`src/rtl/cache_arbiter_if.sv`:
```
// rtl/cache_arbiter_if.sv - I/D-cache to L2 arbiter bus bundle
// Groups the I-cache, D-cache and L2 controller handshake signals.
//   slave  : arbiter view (requests in, L2 strobes and responses out)
//   master : environment view (caches and L2 controller)
interface cache_arbiter_if #(
    parameter int ADDR_W = 32,
    parameter int LINE_W = 256
);
    logic              i_read;
    logic [ADDR_W-1:0] i_addr;
    logic [LINE_W-1:0] i_rdata;
    logic              i_resp;
    logic              d_read;
    logic              d_write;
    logic [ADDR_W-1:0] d_addr;
    logic [LINE_W-1:0] d_wdata;
    logic [LINE_W-1:0] d_rdata;
    logic              d_resp;
    logic              l2_read;
    logic              l2_write;
    logic [ADDR_W-1:0] l2_addr;
    logic [LINE_W-1:0] l2_wdata;
    logic [LINE_W-1:0] l2_rdata;
    logic              l2_resp;

    modport slave (
        input  i_read, i_addr, d_read, d_write, d_addr, d_wdata, l2_rdata, l2_resp,
        output i_rdata, i_resp, d_rdata, d_resp, l2_read, l2_write, l2_addr, l2_wdata
    );

    modport master (
        output i_read, i_addr, d_read, d_write, d_addr, d_wdata, l2_rdata, l2_resp,
        input  i_rdata, i_resp, d_rdata, d_resp, l2_read, l2_write, l2_addr, l2_wdata
    );
endinterface

```
`src/rtl/cache_arbiter.sv`:
```
// rtl/cache_arbiter.sv - arbitrates I-cache and D-cache line requests onto one L2 port
// Ports:
//   clk   : sole clock, rising edge
//   rst_n : asynchronous active-low reset
//   bus   : cache_arbiter_if.slave (I/D request/response, L2 request/response)
// Optional feature macro: CACHE_ARB_ROUND_ROBIN_EN
//   defined   -> conflicts resolved round-robin, I preferred after reset
//   undefined -> fixed priority, D-cache wins conflicts
module cache_arbiter #(
    parameter int ADDR_W = 32,
    parameter int LINE_W = 256
) (
    input  logic            clk,
    input  logic            rst_n,
    cache_arbiter_if.slave  bus
);
    typedef enum logic [1:0] {IDLE, GRANT_I, GRANT_D} state_t;

    state_t            state_q, state_d;
    logic [ADDR_W-1:0] addr_q, addr_d;
    logic [LINE_W-1:0] wdata_q, wdata_d;
    logic              wr_q, wr_d;

    logic req_i;
    logic req_d;
    logic pick_d;

    assign req_i = bus.i_read;
    assign req_d = bus.d_read | bus.d_write;

`ifdef CACHE_ARB_ROUND_ROBIN_EN
    logic prefer_i_q, prefer_i_d;
    // D wins when it is the only requester, or on a conflict when I was granted last.
    assign pick_d = req_d & (~req_i | ~prefer_i_q);
`else
    assign pick_d = req_d;
`endif

    always_comb begin
        state_d = state_q;
        addr_d  = addr_q;
        wdata_d = wdata_q;
        wr_d    = wr_q;
`ifdef CACHE_ARB_ROUND_ROBIN_EN
        prefer_i_d = prefer_i_q;
`endif
        case (state_q)
            IDLE: begin
                if (pick_d) begin
                    state_d = GRANT_D;
                    addr_d  = bus.d_addr;
                    wdata_d = bus.d_wdata;
                    // read+write together is a write-back
                    wr_d    = bus.d_write;
`ifdef CACHE_ARB_ROUND_ROBIN_EN
                    prefer_i_d = 1'b1;
`endif
                end else if (req_i) begin
                    state_d = GRANT_I;
                    addr_d  = bus.i_addr;
                    wdata_d = '0;
                    wr_d    = 1'b0;
`ifdef CACHE_ARB_ROUND_ROBIN_EN
                    prefer_i_d = 1'b0;
`endif
                end
            end
            // Requester level is ignored here; only L2 completion ends the grant,
            // and returning to IDLE gives the mandatory bubble cycle.
            GRANT_I, GRANT_D: begin
                if (bus.l2_resp) begin
                    state_d = IDLE;
                end
            end
            default: state_d = IDLE;
        endcase
    end

    always_ff @(posedge clk or negedge rst_n) begin
        if (!rst_n) begin
            state_q <= IDLE;
            addr_q  <= '0;
            wdata_q <= '0;
            wr_q    <= 1'b0;
`ifdef CACHE_ARB_ROUND_ROBIN_EN
            prefer_i_q <= 1'b1;
`endif
        end else begin
            state_q <= state_d;
            addr_q  <= addr_d;
            wdata_q <= wdata_d;
            wr_q    <= wr_d;
`ifdef CACHE_ARB_ROUND_ROBIN_EN
            prefer_i_q <= prefer_i_d;
`endif
        end
    end

    // Strobes decode from registered state only, so reset clears them immediately.
    assign bus.l2_read  = (state_q != IDLE) & ~wr_q;
    assign bus.l2_write = (state_q != IDLE) &  wr_q;
    assign bus.l2_addr  = addr_q;
    assign bus.l2_wdata = wdata_q;

    assign bus.i_resp   = (state_q == GRANT_I) & bus.l2_resp;
    assign bus.d_resp   = (state_q == GRANT_D) & bus.l2_resp;
    assign bus.i_rdata  = bus.l2_rdata;
    assign bus.d_rdata  = bus.l2_rdata;
endmodule

```
`src/flat_wrapper.sv`:
```
// flat-port wrapper written by rule: the top's interface ports become plain ports
module cache_arbiter_flat 
#(
    parameter int ADDR_W = 32,
    parameter int LINE_W = 256
)
  (clk, rst_n, bus_i_read, bus_i_addr, bus_d_read, bus_d_write, bus_d_addr, bus_d_wdata, bus_l2_rdata, bus_l2_resp, bus_i_rdata, bus_i_resp, bus_d_rdata, bus_d_resp, bus_l2_read, bus_l2_write, bus_l2_addr, bus_l2_wdata);
  cache_arbiter_if #(.ADDR_W(ADDR_W), .LINE_W(LINE_W)) bus_i ();
  input  logic clk;
  input  logic rst_n;
  input wire logic [$bits(bus_i.i_read)-1:0] bus_i_read;
  input wire logic [$bits(bus_i.i_addr)-1:0] bus_i_addr;
  input wire logic [$bits(bus_i.d_read)-1:0] bus_d_read;
  input wire logic [$bits(bus_i.d_write)-1:0] bus_d_write;
  input wire logic [$bits(bus_i.d_addr)-1:0] bus_d_addr;
  input wire logic [$bits(bus_i.d_wdata)-1:0] bus_d_wdata;
  input wire logic [$bits(bus_i.l2_rdata)-1:0] bus_l2_rdata;
  input wire logic [$bits(bus_i.l2_resp)-1:0] bus_l2_resp;
  output wire logic [$bits(bus_i.i_rdata)-1:0] bus_i_rdata;
  output wire logic [$bits(bus_i.i_resp)-1:0] bus_i_resp;
  output wire logic [$bits(bus_i.d_rdata)-1:0] bus_d_rdata;
  output wire logic [$bits(bus_i.d_resp)-1:0] bus_d_resp;
  output wire logic [$bits(bus_i.l2_read)-1:0] bus_l2_read;
  output wire logic [$bits(bus_i.l2_write)-1:0] bus_l2_write;
  output wire logic [$bits(bus_i.l2_addr)-1:0] bus_l2_addr;
  output wire logic [$bits(bus_i.l2_wdata)-1:0] bus_l2_wdata;
  assign bus_i.i_read = bus_i_read;
  assign bus_i.i_addr = bus_i_addr;
  assign bus_i.d_read = bus_d_read;
  assign bus_i.d_write = bus_d_write;
  assign bus_i.d_addr = bus_d_addr;
  assign bus_i.d_wdata = bus_d_wdata;
  assign bus_i.l2_rdata = bus_l2_rdata;
  assign bus_i.l2_resp = bus_l2_resp;
  assign bus_i_rdata = bus_i.i_rdata;
  assign bus_i_resp = bus_i.i_resp;
  assign bus_d_rdata = bus_i.d_rdata;
  assign bus_d_resp = bus_i.d_resp;
  assign bus_l2_read = bus_i.l2_read;
  assign bus_l2_write = bus_i.l2_write;
  assign bus_l2_addr = bus_i.l2_addr;
  assign bus_l2_wdata = bus_i.l2_wdata;
  cache_arbiter #(.ADDR_W(ADDR_W), .LINE_W(LINE_W)) u_core (.clk(clk), .rst_n(rst_n), .bus(bus_i));
endmodule
```
`config.mk`:
```
export PLATFORM = sky130hd
export DESIGN_NAME = cache_arbiter_flat
export DESIGN_NICKNAME = d
export VERILOG_FILES = /design/src/rtl/cache_arbiter_if.sv /design/src/rtl/cache_arbiter.sv /design/src/flat_wrapper.sv
export SDC_FILE = /design/constraint.sdc
export NUM_CORES = 1
export LEC_CHECK = 0
export BUFFER_PORTS_ARGS = -buffer_cell sky130_fd_sc_hd__buf_4
export CAP_MARGIN = 15
export CELL_PAD_IN_SITES_DETAIL_PLACEMENT = 1
export CELL_PAD_IN_SITES_GLOBAL_PLACEMENT = 1
export CORE_AREA = 2 2 543 545
export CTS_BUF_LIST = sky130_fd_sc_hd__clkbuf_8
export DETAILED_ROUTE_END_ITERATION = 16
export DIE_AREA = 0 0 545 547
export PLACE_DENSITY = 0.3
export SYNTH_ARGS = -nofsm -noshare
export SYNTH_HDL_FRONTEND = slang
export SYNTH_SLANG_ARGS = --single-unit
```
`constraint.sdc`:
```
create_clock -name clk -period 1.91 [get_ports clk]
set_clock_uncertainty 0.05 [all_clocks]
set_input_delay 0.382 -clock clk [delete_from_list [all_inputs] [get_ports clk]]
set_output_delay 0.382 -clock clk [all_outputs]
set_load 0.05 [all_outputs]
```
==> reports/metrics.cfg <==
[timing]
slew_viol_final=0
max_freq_mhz=460
final-setup-viol-count=243
max_slew_margin=0.555
setup_slack_ps=-264
grt_setup_unrepaired=yes
tightest_slew_ps=665
finalHoldViolations=0
hold-worst-slack_ps=246
fin_crit_ps=2170
fin_crit_sh=1.14

[floorplanning]
dieArea_um2=298000
io_pins=1386
start_util=0.0494
die_y_um=547
rows=199
chipWidth_um=545
core_um2=293000

[outcome]
run_status=finished with violations
violations=setup timing

[place]
placed_area_um2=20400
io_buffers=617
dpl.hpwl_mm=102
dp.cells=5245
gp_congestion=0.723

[global_routing]
grt_max_degree=84
grt_pass1_vias=13500
gr-total-overflow=0
grt.total_usage=0.0801
antenna_found_initial=28
grt_pass1_wl_mm=154

[clock_network]
cts_max_level=3
clock-sinks=291
clk_path_buf_depth=3
clk_pin_slew_worst_paths_ps=50
cts_tree=done
insertion_delay_ps=760
cts_buffers=70
cts_root_buf=clkbuf_8

[finish]
drive_gt1_frac=0.498
fillCellCount=34100
regArea_um2=7320
final_cell_area_um2=28500
nets=2433
area_delta_synth_final_pct=97.1
final_cells=5823
multiInputGateArea_um2=3120

[route]
wirelength_mm=132
wl_per_cell_um=22.6
first_pass_iters=4
first_iter_violations=559
vias=12200
antenna_left=0
drc_errors=0
via_per_inst=2.10

[synthesis]
synth.top_cells.by_area=dfrtp_1 50%, buf_4 27%, a22o_1 16%, mux2i_1 2.2%, buf_2 2.1%
ys_seq_area_frac=0.504
synthArstFlopShare=1.00
ys_top_cells_by_count=512 x buf_4, 291 x dfrtp_1, 257 x a22o_1
synth_enable_flop_cells=0
yosys_warnings=0
synth_area_um2=14400
synth_top_area_cell=dfrtp_1
avgSynthCellArea_um2=11.6
syn_inst=1243
synth_nets=1828
yosysUniqueCellTypes=18
dominantRegCellSynth=dfrtp_1
synth_most_common_cell=buf_4
synth_top_area_frac=0.504
yosys_register_bits=291

[worst_setup_path]
crit_buf_inv=3
critPathArrivalTime_ps=1740
slowest_delay_ps=370
slowest_stage=dfrtp_1
worstPathCellList=inv_2, buf_6, ha_4, and2_4, buf_12
end_kind=primary output
criticalPathCategory=reg -> out
crit_required_ps=1480
start_kind=flop
crit_family=flip-flops
ff2ff_setup_slack_ps=-130
critPathMaxFanout=2

[min_path]
holdCritPathClass=in -> async

[power]
totalPowerFinal_uw=55800
power_per_cell_area_nw_per_um2=1960
ir_drop_uv=789
leakage_uw=0.0118

[job]
maxCapViolCount=0

worst register-to-register path, cell delays in order (launching register included):
cell and delay (ps):
dfrtp_1 370, inv_2 70, ha_4 190, buf_6 120, buf_6 110, nor2b_4 130
buf_12 140, buf_12 160, buf_16 150, clkbuf_16 180, a22o_1 240
path summary, 6_finish.rpt:
check / from / to / depth (start not counted)
max: u_core.state_q[1]$_DFFE_PN0P_ / bus_i_resp / 5
min: rst_n / u_core.bus.l2_addr[16]$_DFFE_PN0P_ / 3
max reg2reg: u_core.state_q[1]$_DFFE_PN0P_ / u_core.bus.l2_wdata[16]$_DFFE_PN0P_ / 10
min reg2reg: u_core.bus.l2_addr[0]$_DFFE_PN0P_ / u_core.bus.l2_addr[0]$_DFFE_PN0P_ / 2
max in group asynchronous: rst_n / u_core.bus.l2_wdata[3]$_DFFE_PN0P_ / 3
min in group clk: bus_d_wdata[125] / u_core.bus.l2_wdata[125]$_DFFE_PN0P_ / 3
what timing repair did:
item / CTS / global route
gates resized for setup: 357 / 99
buffers inserted: 52 / 27
hold endpoints to repair: 582 / 0
endpoints found under the setup margin: 322 / 290
pin swaps: 2 / 125
hold buffers: 327 / 0
cloned: 3 / 43
layout by cell type (no fill, tap or decap):
cell type / synthesis / layout
dfrtp_2: 0 / 28
nor2_4: 1 / 2
nand2_2: 0 / 10
inv_12: 0 / 3
buf_4: 512 / 466
o21ai_1: 0 / 9
buf_12: 0 / 58
o31ai_4: 0 / 1
nor2b_2: 0 / 1
o21ai_2: 0 / 8
ha_4: 0 / 3
bufinv_16: 0 / 4
buf_8: 0 / 36
nor2b_4: 0 / 2
nand2b_1: 1 / 1
nand2_4: 0 / 1
clkinv_8: 0 / 2
inv_8: 0 / 1
o21ai_0: 32 / 15
buf_6: 0 / 181
mux2i_1: 32 / 32
buf_16: 0 / 16
diode_2: 0 / 13
a21oi_1: 2 / 2
and2_4: 0 / 2
nand2_1: 35 / 24
a22o_1: 257 / 257
o22ai_1: 1 / 1
inv_1: 2 / 19
inv_2: 0 / 2
clkbuf_16: 0 / 28
clkbuf_8: 0 / 82
inv_6: 0 / 1
clkinv_2: 0 / 3
dfrtp_1: 291 / 263
dlygate4sd3_1: 0 / 327
stage by stage:
step,utilization,setup slack (ps),TNS (ps)
final,0.0973,-264,-17710
after global routing,0.0973,-445,-42970
after CTS,0.0921,-423,-4460
after detailed placement,0.0698,31.0,0
after global placement,0.0698,13.5,0
after floorplan,-,108,0
layer usage:
layer  global-route usage  up-vias  routed length [um]
met2                0.108      868               52600
met5              0.00433        -                 227
met1               0.0822     5827               47100
met3               0.0691      458               23600
li1                     -     5051                   -
met4               0.0474       12                8090
kinds of logic (layout without fill, tap and decap cells):
family	Yosys count	in the layout	share of synthesized area
other	0	13	0
and+or+nand+nor	43	43	0.0127
DFF	291	291	0.504
muxes	32	32	0.0222
adders and majority gates	3	3	0.00260
AOI/OAI and AO/OA	293	293	0.169
buffers and inverters	581	1229	0.289
state kept, by name (all words and copies together) (netlist names):
register             flops
u_core.state_q           2
u_core.wr_q              1
u_core.bus.l2_addr      32
u_core.bus.l2_wdata    256
final cells by class:
cell class,count,share of cell area
diodes,13,0.00114
clock buffers,82,0.0396
clock inverters,33,0.0108
inverters,2,0.000264
multi-input cells,371,0.110
flip-flops and latches,291,0.257
well taps,3919,0.172
repair buffers,1112,0.409
report_power, final:
group / internal (uW) / total (uW) / switching (uW) / leakage, uW
Combinational: 14100 / 35500 / 21400 / 0.00741
Sequential: 9230 / 12000 / 2770 / 0.00358
Clock: 4480 / 8290 / 3820 / 0.000805
No activity file was read; power rests on OpenSTA's default activity.
